==> src/rtl/mult_div_unit.sv <==
// mult_div_unit
//   Iterative multiply/divide unit with HI/LO result registers. It produces one
//   result bit per clock: shift-add for MULT/MULTU and a restoring divider for
//   DIV/DIVU. Signed operations are run on magnitudes, and the sign is fixed up
//   in a final cycle. Direct writes to HI/LO (mthi/mtlo) are accepted only
//   while the unit is idle.
//
// Ports
//   clk          rising-edge clock
//   reset        asynchronous reset, active low (asserted when 0)
//   start        launch an operation; sampled only when idle
//   op           00 MULT, 01 MULTU, 10 DIV, 11 DIVU
//   a, b         rs / rt operands (multiplicand, multiplier / dividend, divisor)
//   hi_we, lo_we direct write of wdata into HI / LO while idle
//   wdata        direct-write data
//   busy         operation in progress
//   done         one-cycle pulse after HI/LO are updated by an operation
//   div_by_zero  sticky flag for a divide with b == 0; cleared by the next start
//   hi, lo       result registers
module mult_div_unit #(
  parameter  int WIDTH = 32,
  localparam int CNT_W = $clog2(WIDTH + 1)
) (
  input  logic             clk,
  input  logic             reset,
  input  logic             start,
  input  logic [1:0]       op,
  input  logic [WIDTH-1:0] a,
  input  logic [WIDTH-1:0] b,
  input  logic             hi_we,
  input  logic             lo_we,
  input  logic [WIDTH-1:0] wdata,
  output logic             busy,
  output logic             done,
  output logic             div_by_zero,
  output logic [WIDTH-1:0] hi,
  output logic [WIDTH-1:0] lo
);

  typedef enum logic [1:0] {IDLE, RUN, FIX} state_t;

  state_t               state;
  logic [CNT_W-1:0]     cnt;
  logic [2*WIDTH-1:0]   acc;        // {upper, lower}: product, or {remainder, dividend/quotient}
  logic [WIDTH-1:0]     operand_q;  // multiplicand for multiply, divisor for divide
  logic                 is_div_q;
  logic                 sign_q;
  logic                 sign_r;
  logic                 zero_div;

  // Operand magnitudes. op[0]==0 selects the signed variants.
  logic                 signed_op;
  logic [WIDTH-1:0]     a_mag;
  logic [WIDTH-1:0]     b_mag;

  assign signed_op = ~op[0];
  assign a_mag     = (signed_op && a[WIDTH-1]) ? -a : a;
  assign b_mag     = (signed_op && b[WIDTH-1]) ? -b : b;

  // One iteration of each algorithm.
  // Multiply: add the multiplicand into the upper half when the current
  // multiplier bit (acc[0]) is set, then shift right. The carry is kept.
  // Divide: shift {remainder, dividend} left. The bit that leaves acc is kept
  // as the top bit of the trial value. When that bit is 1 the partial
  // remainder is already larger than any divisor, so the subtraction succeeds.
  logic [WIDTH:0]       mul_sum;
  logic [WIDTH:0]       div_top;
  logic [WIDTH:0]       div_diff;
  logic [2*WIDTH-1:0]   mul_next;
  logic [2*WIDTH-1:0]   div_next;

  always_comb begin
    mul_sum  = {1'b0, acc[2*WIDTH-1:WIDTH]} + {1'b0, (acc[0] ? operand_q : {WIDTH{1'b0}})};
    mul_next = {mul_sum, acc[WIDTH-1:1]};
    div_top  = acc[2*WIDTH-1:WIDTH-1];
    div_diff = div_top - {1'b0, operand_q};
    div_next = '0;
    if (!div_diff[WIDTH]) begin
      div_next = {div_diff[WIDTH-1:0], acc[WIDTH-2:0], 1'b1};
    end else begin
      div_next = {div_top[WIDTH-1:0], acc[WIDTH-2:0], 1'b0};
    end
  end

  // Sign-corrected results, used in the FIX cycle.
  logic [2*WIDTH-1:0]   prod_fix;
  logic [WIDTH-1:0]     quot_fix;
  logic [WIDTH-1:0]     rem_fix;

  assign prod_fix = sign_q ? -acc : acc;
  assign quot_fix = sign_q ? -acc[WIDTH-1:0] : acc[WIDTH-1:0];
  assign rem_fix  = sign_r ? -acc[2*WIDTH-1:WIDTH] : acc[2*WIDTH-1:WIDTH];

  // Control FSM and result registers.
  // Divide by zero skips RUN entirely. The raw dividend is parked in acc so
  // that FIX can return it unchanged in HI.
  always_ff @(posedge clk or negedge reset) begin
    if (!reset) begin
      state       <= IDLE;
      cnt         <= '0;
      acc         <= '0;
      operand_q   <= '0;
      is_div_q    <= 1'b0;
      sign_q      <= 1'b0;
      sign_r      <= 1'b0;
      zero_div    <= 1'b0;
      busy        <= 1'b0;
      done        <= 1'b0;
      div_by_zero <= 1'b0;
      hi          <= '0;
      lo          <= '0;
    end else begin
      done <= 1'b0;
      case (state)
        IDLE: begin
          if (hi_we) hi <= wdata;
          if (lo_we) lo <= wdata;
          if (start) begin
            is_div_q    <= op[1];
            sign_q      <= signed_op & (a[WIDTH-1] ^ b[WIDTH-1]);
            sign_r      <= signed_op & a[WIDTH-1];
            div_by_zero <= 1'b0;
            cnt         <= CNT_W'(WIDTH);
            busy        <= 1'b1;
            if (op[1] && (b == '0)) begin
              zero_div  <= 1'b1;
              acc       <= {{WIDTH{1'b0}}, a};
              operand_q <= '0;
              state     <= FIX;
            end else begin
              zero_div <= 1'b0;
              state    <= RUN;
              if (op[1]) begin
                operand_q <= b_mag;
                acc       <= {{WIDTH{1'b0}}, a_mag};
              end else begin
                operand_q <= a_mag;
                acc       <= {{WIDTH{1'b0}}, b_mag};
              end
            end
          end
        end
        RUN: begin
          acc <= is_div_q ? div_next : mul_next;
          cnt <= cnt - 1'b1;
          if (cnt == CNT_W'(1)) state <= FIX;
        end
        FIX: begin
          if (zero_div) begin
            hi          <= acc[WIDTH-1:0];
            lo          <= {WIDTH{1'b1}};
            div_by_zero <= 1'b1;
          end else if (is_div_q) begin
            hi <= rem_fix;
            lo <= quot_fix;
          end else begin
            {hi, lo} <= prod_fix;
          end
          busy  <= 1'b0;
          done  <= 1'b1;
          state <= IDLE;
        end
        default: state <= IDLE;
      endcase
    end
  end

endmodule

==> config.mk <==
export PLATFORM = sky130hd
export DESIGN_NAME = mult_div_unit
export DESIGN_NICKNAME = d
export VERILOG_FILES = /design/src/rtl/mult_div_unit.sv
export SDC_FILE = /design/constraint.sdc
export NUM_CORES = 1
export LEC_CHECK = 0
export BUFFER_PORTS_ARGS = -buffer_cell sky130_fd_sc_hd__buf_2
export CORE_ASPECT_RATIO = 1.1
export CORE_MARGIN = 5
export CORE_UTILIZATION = 54
export CTS_CLUSTER_SIZE = 40
export DETAILED_ROUTE_END_ITERATION = 7
export PLACE_DENSITY = 0.82
export SLEW_MARGIN = 0
export SYNTH_ARGS = -nofsm -noshare
export SYNTH_HDL_FRONTEND = slang
export SYNTH_SLANG_ARGS = --single-unit
export TNS_END_PERCENT = 1
==> constraint.sdc <==
create_clock -name clk -period 3.7 [get_ports clk]
set_input_delay 0.37 -clock clk [delete_from_list [all_inputs] [get_ports clk]]
set_output_delay 0.37 -clock clk [all_outputs]
set_load 0.005 [all_outputs]
==> Implementation_results.wiki, run 1 <==
{| class="wikitable"
! Metric !! Value
|-
| Synthesized area || 15600 um2
|-
| TritonCTS sink count || 175
|-
| Static leakage || 7.69 nW
|-
| Total gr overflow || 0
|-
| Initial core utilization || 54.4%
|-
| Worst setup slack before clock tree synthesis || 0.242 ns
|-
| Register area || 4380 um2
|-
| Class of the most critical setup path || register to register
|-
| Required time of the critical path || 4.09 ns
|-
| Source-to-sink clock delay at the later pin of the worst-skew pair || 0.46 ns
|-
| Starting DRT DRC Count || 2163
|-
| Chip Height || 188 um
|-
| Fin. max-slew vios || 0
|-
| Most common library cells after synthesis || sky130_fd_sc_hd__o21ai_0 (233), sky130_fd_sc_hd__nand2_1 (221), sky130_fd_sc_hd__dfrtp_1 (175), sky130_fd_sc_hd__nor2_1 (170), sky130_fd_sc_hd__a21oi_1 (151)
|-
| Count of unique library cells instantiated by Yosys || 79
|-
| Maximum VDD drop || 583 uV
|-
| CP startpoint kind || register
|-
| Switching share of total power || 52.0%
|-
| Number of filler cells placed in the layout || 2506
|-
| Worst Path Arrival || 3.89 ns
|-
| Placement Cell Area || 17100 um2
|-
| Number of iterations in the first detailed-routing pass || 8
|-
| Internal power of the cells || 0.00849 W
|-
| Total power divided by cell area || 997 nW/um2
|-
| Largest net degree at the start of global routing || 106
|-
| Post-synthesis to final-layout area growth || 13.8%
|-
| Count of final hold-check violations || 0
|-
| Avg Synthesized Cell Area || 7.71 um2
|-
| Register-to-register setup slack || 0.20 ns
|-
| Class of the most critical hold timing path || input port to asynchronous set/reset pin
|-
| Async set-or-reset flop fraction in the synthesized netlist || 100%
|-
| Placeable core region || 28600 um2
|-
| Post-Syn Instances || 2022
|-
| Largest cells by area after synthesis || sky130_fd_sc_hd__dfrtp_1 (28%), sky130_fd_sc_hd__o21ai_0 (7.5%), sky130_fd_sc_hd__xnor2_1 (6.3%)
|-
| Layout cell share with drive strength beyond 1 || 15.8%
|-
| Maximum Capacitance Violations || 0
|-
| Min setup slack post-route || 0.200 ns
|-
| Switching pwr || 0.00919 W
|-
| Min Tclk post-route || 3.50 ns
|-
| Seq/Total Area, Yosys || 28.1%
|-
| Hpwl dp || 45800 um
|-
| Number of enable flip-flop cells after synthesis || 0
|-
| Clk network pwr share || 10.8%
|-
| FF+latch count, synth || 175
|-
| Transition at the pin with the smallest max-transition slack || 1.04 ns
|-
| Cell area after layout || 17700 um2
|-
| Die area || 32400 um2
|-
| Worst Path Max Fanout || 8
|-
| Post-route fraction of the period consumed by the critical path || 94.6%
|-
| Vias || 17000
|-
| Number of clock buffers inserted by TritonCTS || 17
|-
| Most frequent cell after synthesis || sky130_fd_sc_hd__o21ai_0
|-
| Nets in the synthesized netlist || 2197
|-
| Row count || 65
|-
| Total met3 wirelength after detailed routing || 6900 um
|-
| Antenna Cells || 0
|-
| Port Buffers || 169
|-
| Post-Route M1 WL || 23000 um
|-
| Via count of the first global-routing pass || 16000
|-
| Flop pwr share || 21.5%
|-
| Post-synth top flop || sky130_fd_sc_hd__dfrtp_1
|-
| Routed length per placed instance || 22.9 um
|-
| Synth top area share || 28.1%
|-
| Final weighted congestion in routability-driven placement || 1.00
|-
| Post-route insts no fill || 2547
|-
| Total I/O pin count || 170
|-
| Post-route ant nets || 0
|-
| Fin nets || 2341
|-
| Number of DRC violations after detailed routing || 0
|-
| Cell type contributing the most total cell area after synthesis || sky130_fd_sc_hd__dfrtp_1
|-
| Maximum operating frequency || 286 MHz
|-
| Depth of the CTS H-tree || 4
|-
| Warnings, synthesis || 0
|-
| Clock tree buffer depth || 2
|-
| Slew margin rel. || 29.6%
|-
| Overall global routing resource usage || 35.0%
|-
| Result of the run || complete, no violations
|-
| Post-route clock skew || 0.0148 ns
|-
| Multi-input combinational cell area || 10400 um2
|-
| Number of vias per cell || 6.66
|-
| Total of endpoints with negative setup slack in the final report || 0
|-
| Clock tree root driver cell || sky130_fd_sc_hd__clkbuf_16
|-
| Top layer in use || met5
|-
| CTS tree || built
|-
| Critical Path Sink Type || register
|-
| Cells after DPL || 2515
|-
| Number of antenna violations at the first check in global routing || 1
|-
| Horiz. Die Dim || 172 um
|-
| Clk pin slew, worst setup/hold paths || 0.07 ns
|-
| Power share of the combinational group || 67.8%
|-
| Total wire length || 58300 um
|-
| Routed met2 length || 25000 um
|-
| First-pass GRT wire length || 89500 um
|}
## worst max-delay path, cell delays in order, from the launching register on
cell	delay (ns)
sky130_fd_sc_hd__dfrtp_1	0.53
sky130_fd_sc_hd__ha_1	0.27
sky130_fd_sc_hd__inv_1	0.07
sky130_fd_sc_hd__fa_1	0.40
sky130_fd_sc_hd__nand2b_1	0.19
sky130_fd_sc_hd__a21o_1	0.20
sky130_fd_sc_hd__a31oi_1	0.34
sky130_fd_sc_hd__a31oi_2	0.19
sky130_fd_sc_hd__o21a_1	0.24
sky130_fd_sc_hd__o41ai_1	0.33
sky130_fd_sc_hd__buf_4	0.19
sky130_fd_sc_hd__a41oi_1	0.13
sky130_fd_sc_hd__o31ai_1	0.22
sky130_fd_sc_hd__o31a_1	0.16
## cells in the final DEF (no fill, tap or decap), drive strengths merged, types with 14 or more instances in the layout
cell      n
o31ai    37
o221ai   14
o211ai   21
nor3     46
a21oi   151
mux2i    41
a31oi    19
inv      78
dfrtp   175
ha       70
nor4     16
nand3    33
xor2     64
nand2b   23
o21ai   239
a21o     18
xnor2   113
o22ai    40
a211oi   44
a222oi   21
buf     266
a22oi    19
clkbuf   19
nand2   221
nor2b    19
nor2    170
or3      23
## cell type report
type	instances	area share, %
inverters	74	1.59
flip-flops and latches	175	24.7
clock inverters	13	0.952
well taps	368	2.60
multi-input cells	1632	58.6
clock buffers	19	2.50
repair buffers	266	9.05
## sequential cells by signal, summed over array words and instances (netlist names), 2 cells and up
signal	flops
cnt	6
lo	32
operand_q	32
hi	32
state	2
acc	64
## stage by stage
step	power (W)	utilization (%)	hold WS, ns	setup TNS [ns]
2_1_floorplan	0.0114	-	0.0744	0
3_3_place_gp	0.0151	59.8	0.456	0
3_5_place_dp	0.0153	59.8	0.463	0
4_1_cts	0.0173	61.9	0.0903	0
5_1_grt	0.0188	62.0	0.127	-0.0257
6_report	0.0177	62.0	0.0666	0
## kinds of logic (layout without fill, tap and decap cells)
family | after synthesis | count (layout) | share of synthesized area, %
compound gates | 714 | 714 | 28.9
xor+xnor | 177 | 177 | 9.95
fa+ha+maj | 72 | 72 | 5.88
buf+inv | 215 | 372 | 5.37
flops | 175 | 175 | 28.1
mux | 53 | 53 | 3.50
simple gates | 616 | 616 | 18.3
## path summary, 6_finish.rpt
path                           start       to  depth (start not counted)
max reg2reg                  acc[32]  acc[63]                         13
max                          acc[32]  acc[63]                         13
min                            reset   lo[19]                          1
min in group clk           wdata[23]   hi[23]                          3
max in group asynchronous      reset   hi[10]                          2
min reg2reg                   lo[28]   lo[28]                          2
## power by group through the flow
| stage | Clock, W | Sequential, W | Combinational, W |
|---|---|---|---|
| after CTS | 0.00190 | 0.00374 | 0.0116 |
| after floorplan | 0 | 0.00350 | 0.00788 |
| after detailed placement | 0 | 0.00377 | 0.0116 |
| after global placement | 0 | 0.00372 | 0.0114 |
| after global routing | 0.00198 | 0.00386 | 0.0130 |
| final | 0.00190 | 0.00380 | 0.0120 |
## per-layer routing
layer | track usage [%] | vias to the layer above
li1 | - | 7667
met1 | 47.6 | 7969
met2 | 52.1 | 1139
met3 | 8.08 | 187
met4 | 17.8 | 2
met5 | 0 | -
## what timing repair did
| action | in CTS | in global routing |
|---|---|---|
| hold buffers | 0 | 0 |
| setup endpoints to repair | 0 | 6 |
| setup buffers | 0 | 0 |
| resized for setup | 0 | 4 |
No activity file was read; power rests on OpenSTA's default activity.
==> run 2: changes to the inputs <==
--- a/config.mk
+++ b/config.mk
@@ -6,12 +6,14 @@
 export NUM_CORES = 1
 export LEC_CHECK = 0
 export BUFFER_PORTS_ARGS = -buffer_cell sky130_fd_sc_hd__buf_2
+export CELL_PAD_IN_SITES_DETAIL_PLACEMENT = 0
+export CELL_PAD_IN_SITES_GLOBAL_PLACEMENT = 1
 export CORE_ASPECT_RATIO = 1.1
 export CORE_MARGIN = 5
-export CORE_UTILIZATION = 54
+export CORE_UTILIZATION = 45
 export CTS_CLUSTER_SIZE = 40
 export DETAILED_ROUTE_END_ITERATION = 7
-export PLACE_DENSITY = 0.82
+export PLACE_DENSITY = 0.9
 export SLEW_MARGIN = 0
 export SYNTH_ARGS = -nofsm -noshare
 export SYNTH_HDL_FRONTEND = slang
==> run 2 against run 1 <==
- the run now ends with hold timing left
- first-iteration DRC count down 18%
- clock power down 3%
- combinational power about the same
- maximum frequency down 0.28%
- non-clock buffer count down 10
- highest routed layer is now met4
- critical path type unchanged
==> Implementation_results.wiki, run 2 (synthesis gave the netlist of run 1 again) <==
{| class="wikitable"
! Metric !! Value
|-
| Placeable core region || 34200 um2 (was 28600 um2)
|-
| Post-route ant nets || 0 (unchanged)
|-
| Number of clock buffers inserted by TritonCTS || 17 (unchanged)
|-
| First-pass GRT wire length || 89200 um (was 89500 um)
|-
| Total gr overflow || 0 (unchanged)
|-
| Unrepaired setup endpoints after global routing || no
|-
| Vias || 16300 (was 17000)
|-
| Min Tclk post-route || 3.51 ns (was 3.50 ns)
|-
| Internal power of the cells || 0.00839 W (was 0.00849 W)
|-
| Power share of the combinational group || 67.7% (was 67.8%)
|-
| Via count of the first global-routing pass || 15200 (was 16000)
|-
| Post-route clock skew || 0.0140 ns (was 0.0148 ns)
|-
| Met2 usage || 44.2% (was 52.1%)
|-
| Transition at the pin with the smallest max-transition slack || 1.22 ns (was 1.04 ns)
|-
| Slew margin rel. || 18.2% (was 29.6%)
|-
| Switching share of total power || 51.8% (was 52.0%)
|-
| Clock tree buffer depth || 2 (unchanged)
|-
| Horiz. Die Dim || 187 um (was 172 um)
|-
| Starting DRT DRC Count || 1784 (was 2163)
|-
| Most flops, register || acc (unchanged)
|-
| Total power divided by cell area || 979 nW/um2 (was 997 nW/um2)
|-
| Required time of the critical path || 4.01 ns (was 4.09 ns)
|-
| Clk network pwr share || 10.7% (was 10.8%)
|-
| Hold bufs inserted after CTS || 0 (unchanged)
|-
| Clock tree root driver cell || sky130_fd_sc_hd__clkbuf_16 (unchanged)
|-
| Met1 layer usage reported by global route || 41.1% (was 47.6%)
|-
| Total I/O pin count || 170 (unchanged)
|-
| Class of the most critical setup path || register to register (unchanged)
|-
| Violations in the final reports || hold timing
|-
| Commonest non-fill, non-tap cells in the layout || sky130_fd_sc_hd__o21ai_0 (233), sky130_fd_sc_hd__nand2_1 (221), sky130_fd_sc_hd__dfrtp_1 (173), sky130_fd_sc_hd__nor2_1 (168), sky130_fd_sc_hd__buf_2 (168) (was sky130_fd_sc_hd__o21ai_0 (233), sky130_fd_sc_hd__nand2_1 (221), sky130_fd_sc_hd__dfrtp_1 (173), sky130_fd_sc_hd__nor2_1 (169), sky130_fd_sc_hd__buf_2 (168))
|-
| Switching pwr || 0.00901 W (was 0.00919 W)
|-
| Total Neg Setup Slack || 0 ns (unchanged)
|-
| Hpwl dp || 45600 um (was 45800 um)
|-
| Overall global routing resource usage || 29.2% (was 35.0%)
|-
| CP startpoint kind || register (unchanged)
|-
| TritonCTS sink count || 175 (unchanged)
|-
| Worst Path Max Fanout || 15 (was 8)
|-
| Source-to-sink clock delay at the later pin of the worst-skew pair || 0.45 ns (was 0.46 ns)
|-
| Commonest non-fill, non-tap cell in the layout || sky130_fd_sc_hd__o21ai_0 (unchanged)
|-
| Clk pin slew, worst setup/hold paths || 0.08 ns (was 0.07 ns)
|-
| Register-to-register setup slack || 0.19 ns (was 0.20 ns)
|-
| Multi-input combinational cell area || 10400 um2 (about the same)
|-
| Post-route fraction of the period consumed by the critical path || 94.8% (was 94.6%)
|-
| Maximum operating frequency || 285 MHz (was 286 MHz)
|-
| Register area || 4380 um2 (unchanged)
|-
| Met3 demand-to-capacity share in global routing || 6.19% (was 8.08%)
|-
| Worst Path Arrival || 3.82 ns (was 3.89 ns)
|-
| Number of iterations in the first detailed-routing pass || 7 (was 8)
|-
| Fin. max-slew vios || 0 (unchanged)
|-
| Layout cell share with drive strength beyond 1 || 15.5% (was 15.8%)
|-
| Maximum Capacitance Violations || 0 (unchanged)
|-
| Number of DRC violations after detailed routing || 0 (unchanged)
|-
| Die area || 38500 um2 (was 32400 um2)
|-
| Static leakage || 7.65 nW (was 7.69 nW)
|-
| Critical Path Sink Type || register (unchanged)
|-
| Post-layout total power || 0.0174 W (was 0.0177 W)
|-
| Initial core utilization || 45.6% (was 54.4%)
|-
| Class of the most critical hold timing path || input port to asynchronous set/reset pin (unchanged)
|-
| Worst r2r dst || acc[57] (was acc[63])
|-
| Antenna Cells || 0 (unchanged)
|-
| CTS tree || built (unchanged)
|-
| Post-CTS repair timing setup buffer count || 0 (unchanged)
|-
| Count of instances resized after the clock tree is built || 0 (unchanged)
|-
| Number of antenna violations at the first check in global routing || 0 (was 1)
|-
| R2R depth || 12 (was 13)
|-
| Launching point of the worst reg2reg path || acc[0] (was acc[32])
|-
| Total of endpoints with negative setup slack in the final report || 0 (unchanged)
|-
| Chip Height || 205 um (was 188 um)
|-
| Maximum VDD drop || 401 uV (was 583 uV)
|-
| Number of filler cells placed in the layout || 3311 (was 2506)
|-
| Flop pwr share || 21.6% (was 21.5%)
|-
| Number of flip-flops under the largest register name || 64 (unchanged)
|-
| Number of vias per cell || 6.25 (was 6.66)
|-
| Row count || 71 (was 65)
|-
| Routed length per placed instance || 22.4 um (was 22.9 um)
|-
| Final weighted congestion in routability-driven placement || 0.996 (was 1.00)
|-
| Largest net degree at the start of global routing || 106 (unchanged)
|-
| Final worst hold slack || -0.0330 ns (was 0.0666 ns)
|-
| Total wire length || 58400 um (was 58300 um)
|-
| Fin nets || 2331 (was 2341)
|-
| Port Buffers || 169 (unchanged)
|-
| Count of final hold-check violations || 13 (was 0)
|-
| Post-synthesis to final-layout area growth || 14.0% (was 13.8%)
|-
| Result of the run || finished, violations left (was complete, no violations)
|-
| Routing layer with the top usage in global route || met2 (unchanged)
|-
| Depth of the CTS H-tree || 4 (unchanged)
|}
-- run 2: changes by cell type in the layout (fill, tap and decap cells not counted), sizes merged --
cell      previous run  this run
bufinv               1         0
clkinv               6         7
buf                266       256
clkinvlp             2         1
clkbuf              19        18
inv                 78        80
-- run 2: final cells by class --
type | instances | share of cell area [%]
multi-input combinational | 1632 | 58.5
tap | 438 | 3.08
sequential | 175 | 24.7
clock inverter | 14 | 0.901
inverter | 74 | 1.58
clock buffer | 18 | 2.47
timing repair buffer | 256 | 8.75
-- run 2: through the flow --
step,instance area (um2),worst slack [ns],std cells,hold WS (ns),utilization [%]
after floorplan,15600,0.460,2022,0.0744,-
after global placement,17200,0.238,2575,0.457,50.1
after detailed placement,17200,0.153,2575,0.465,50.1
after CTS,17800,0.135,2607,0.0298,51.9
after global routing,17800,0.0492,2607,0.0614,52.0
final,17800,0.191,2607,-0.0330,52.0
-- run 2: layer usage --
metal | up-vias | share of wire (%)
li1 | 7653 | -
met1 | 7716 | 43
met2 | 818 | 43
met3 | 109 | 9.6
met4 | 0 | 4.1
met5 | - | 0
-- run 2: worst max path at each step --
stage,start,endpoint,slack [ns],depth (start not counted)
floorplan,acc[0],acc[63],0.46,14
global placement,acc[0],acc[57],0.24,12
detailed placement,acc[0],acc[61],0.15,12
CTS,acc[0],acc[61],0.14,12
global route,acc[0],acc[61],0.05,13
finish,acc[0],acc[57],0.19,12
-- run 2: power groups by stage --
stage	combinational [W]	clock (W)	sequential, W
after CTS	0.0116	0.00188	0.00373
final	0.0118	0.00185	0.00377
after floorplan	0.00788	0	0.00350
after global routing	0.0128	0.00195	0.00386
after detailed placement	0.0115	0	0.00376
after global placement	0.0114	0	0.00373
-- run 2: critical path, cell delays in order (launching register included) --
cell and delay [ns]:
sky130_fd_sc_hd__dfrtp_2 0.45, sky130_fd_sc_hd__clkinvlp_4 0.30, sky130_fd_sc_hd__nor2_1 0.20, sky130_fd_sc_hd__ha_1 0.30, sky130_fd_sc_hd__o211ai_1 0.20, sky130_fd_sc_hd__a21o_1 0.15
sky130_fd_sc_hd__a31oi_1 0.15, sky130_fd_sc_hd__buf_4 0.18, sky130_fd_sc_hd__nor4bb_1 0.43, sky130_fd_sc_hd__o21ai_0 0.29, sky130_fd_sc_hd__a211oi_1 0.32, sky130_fd_sc_hd__xor2_1 0.29
sky130_fd_sc_hd__o211ai_1 0.11
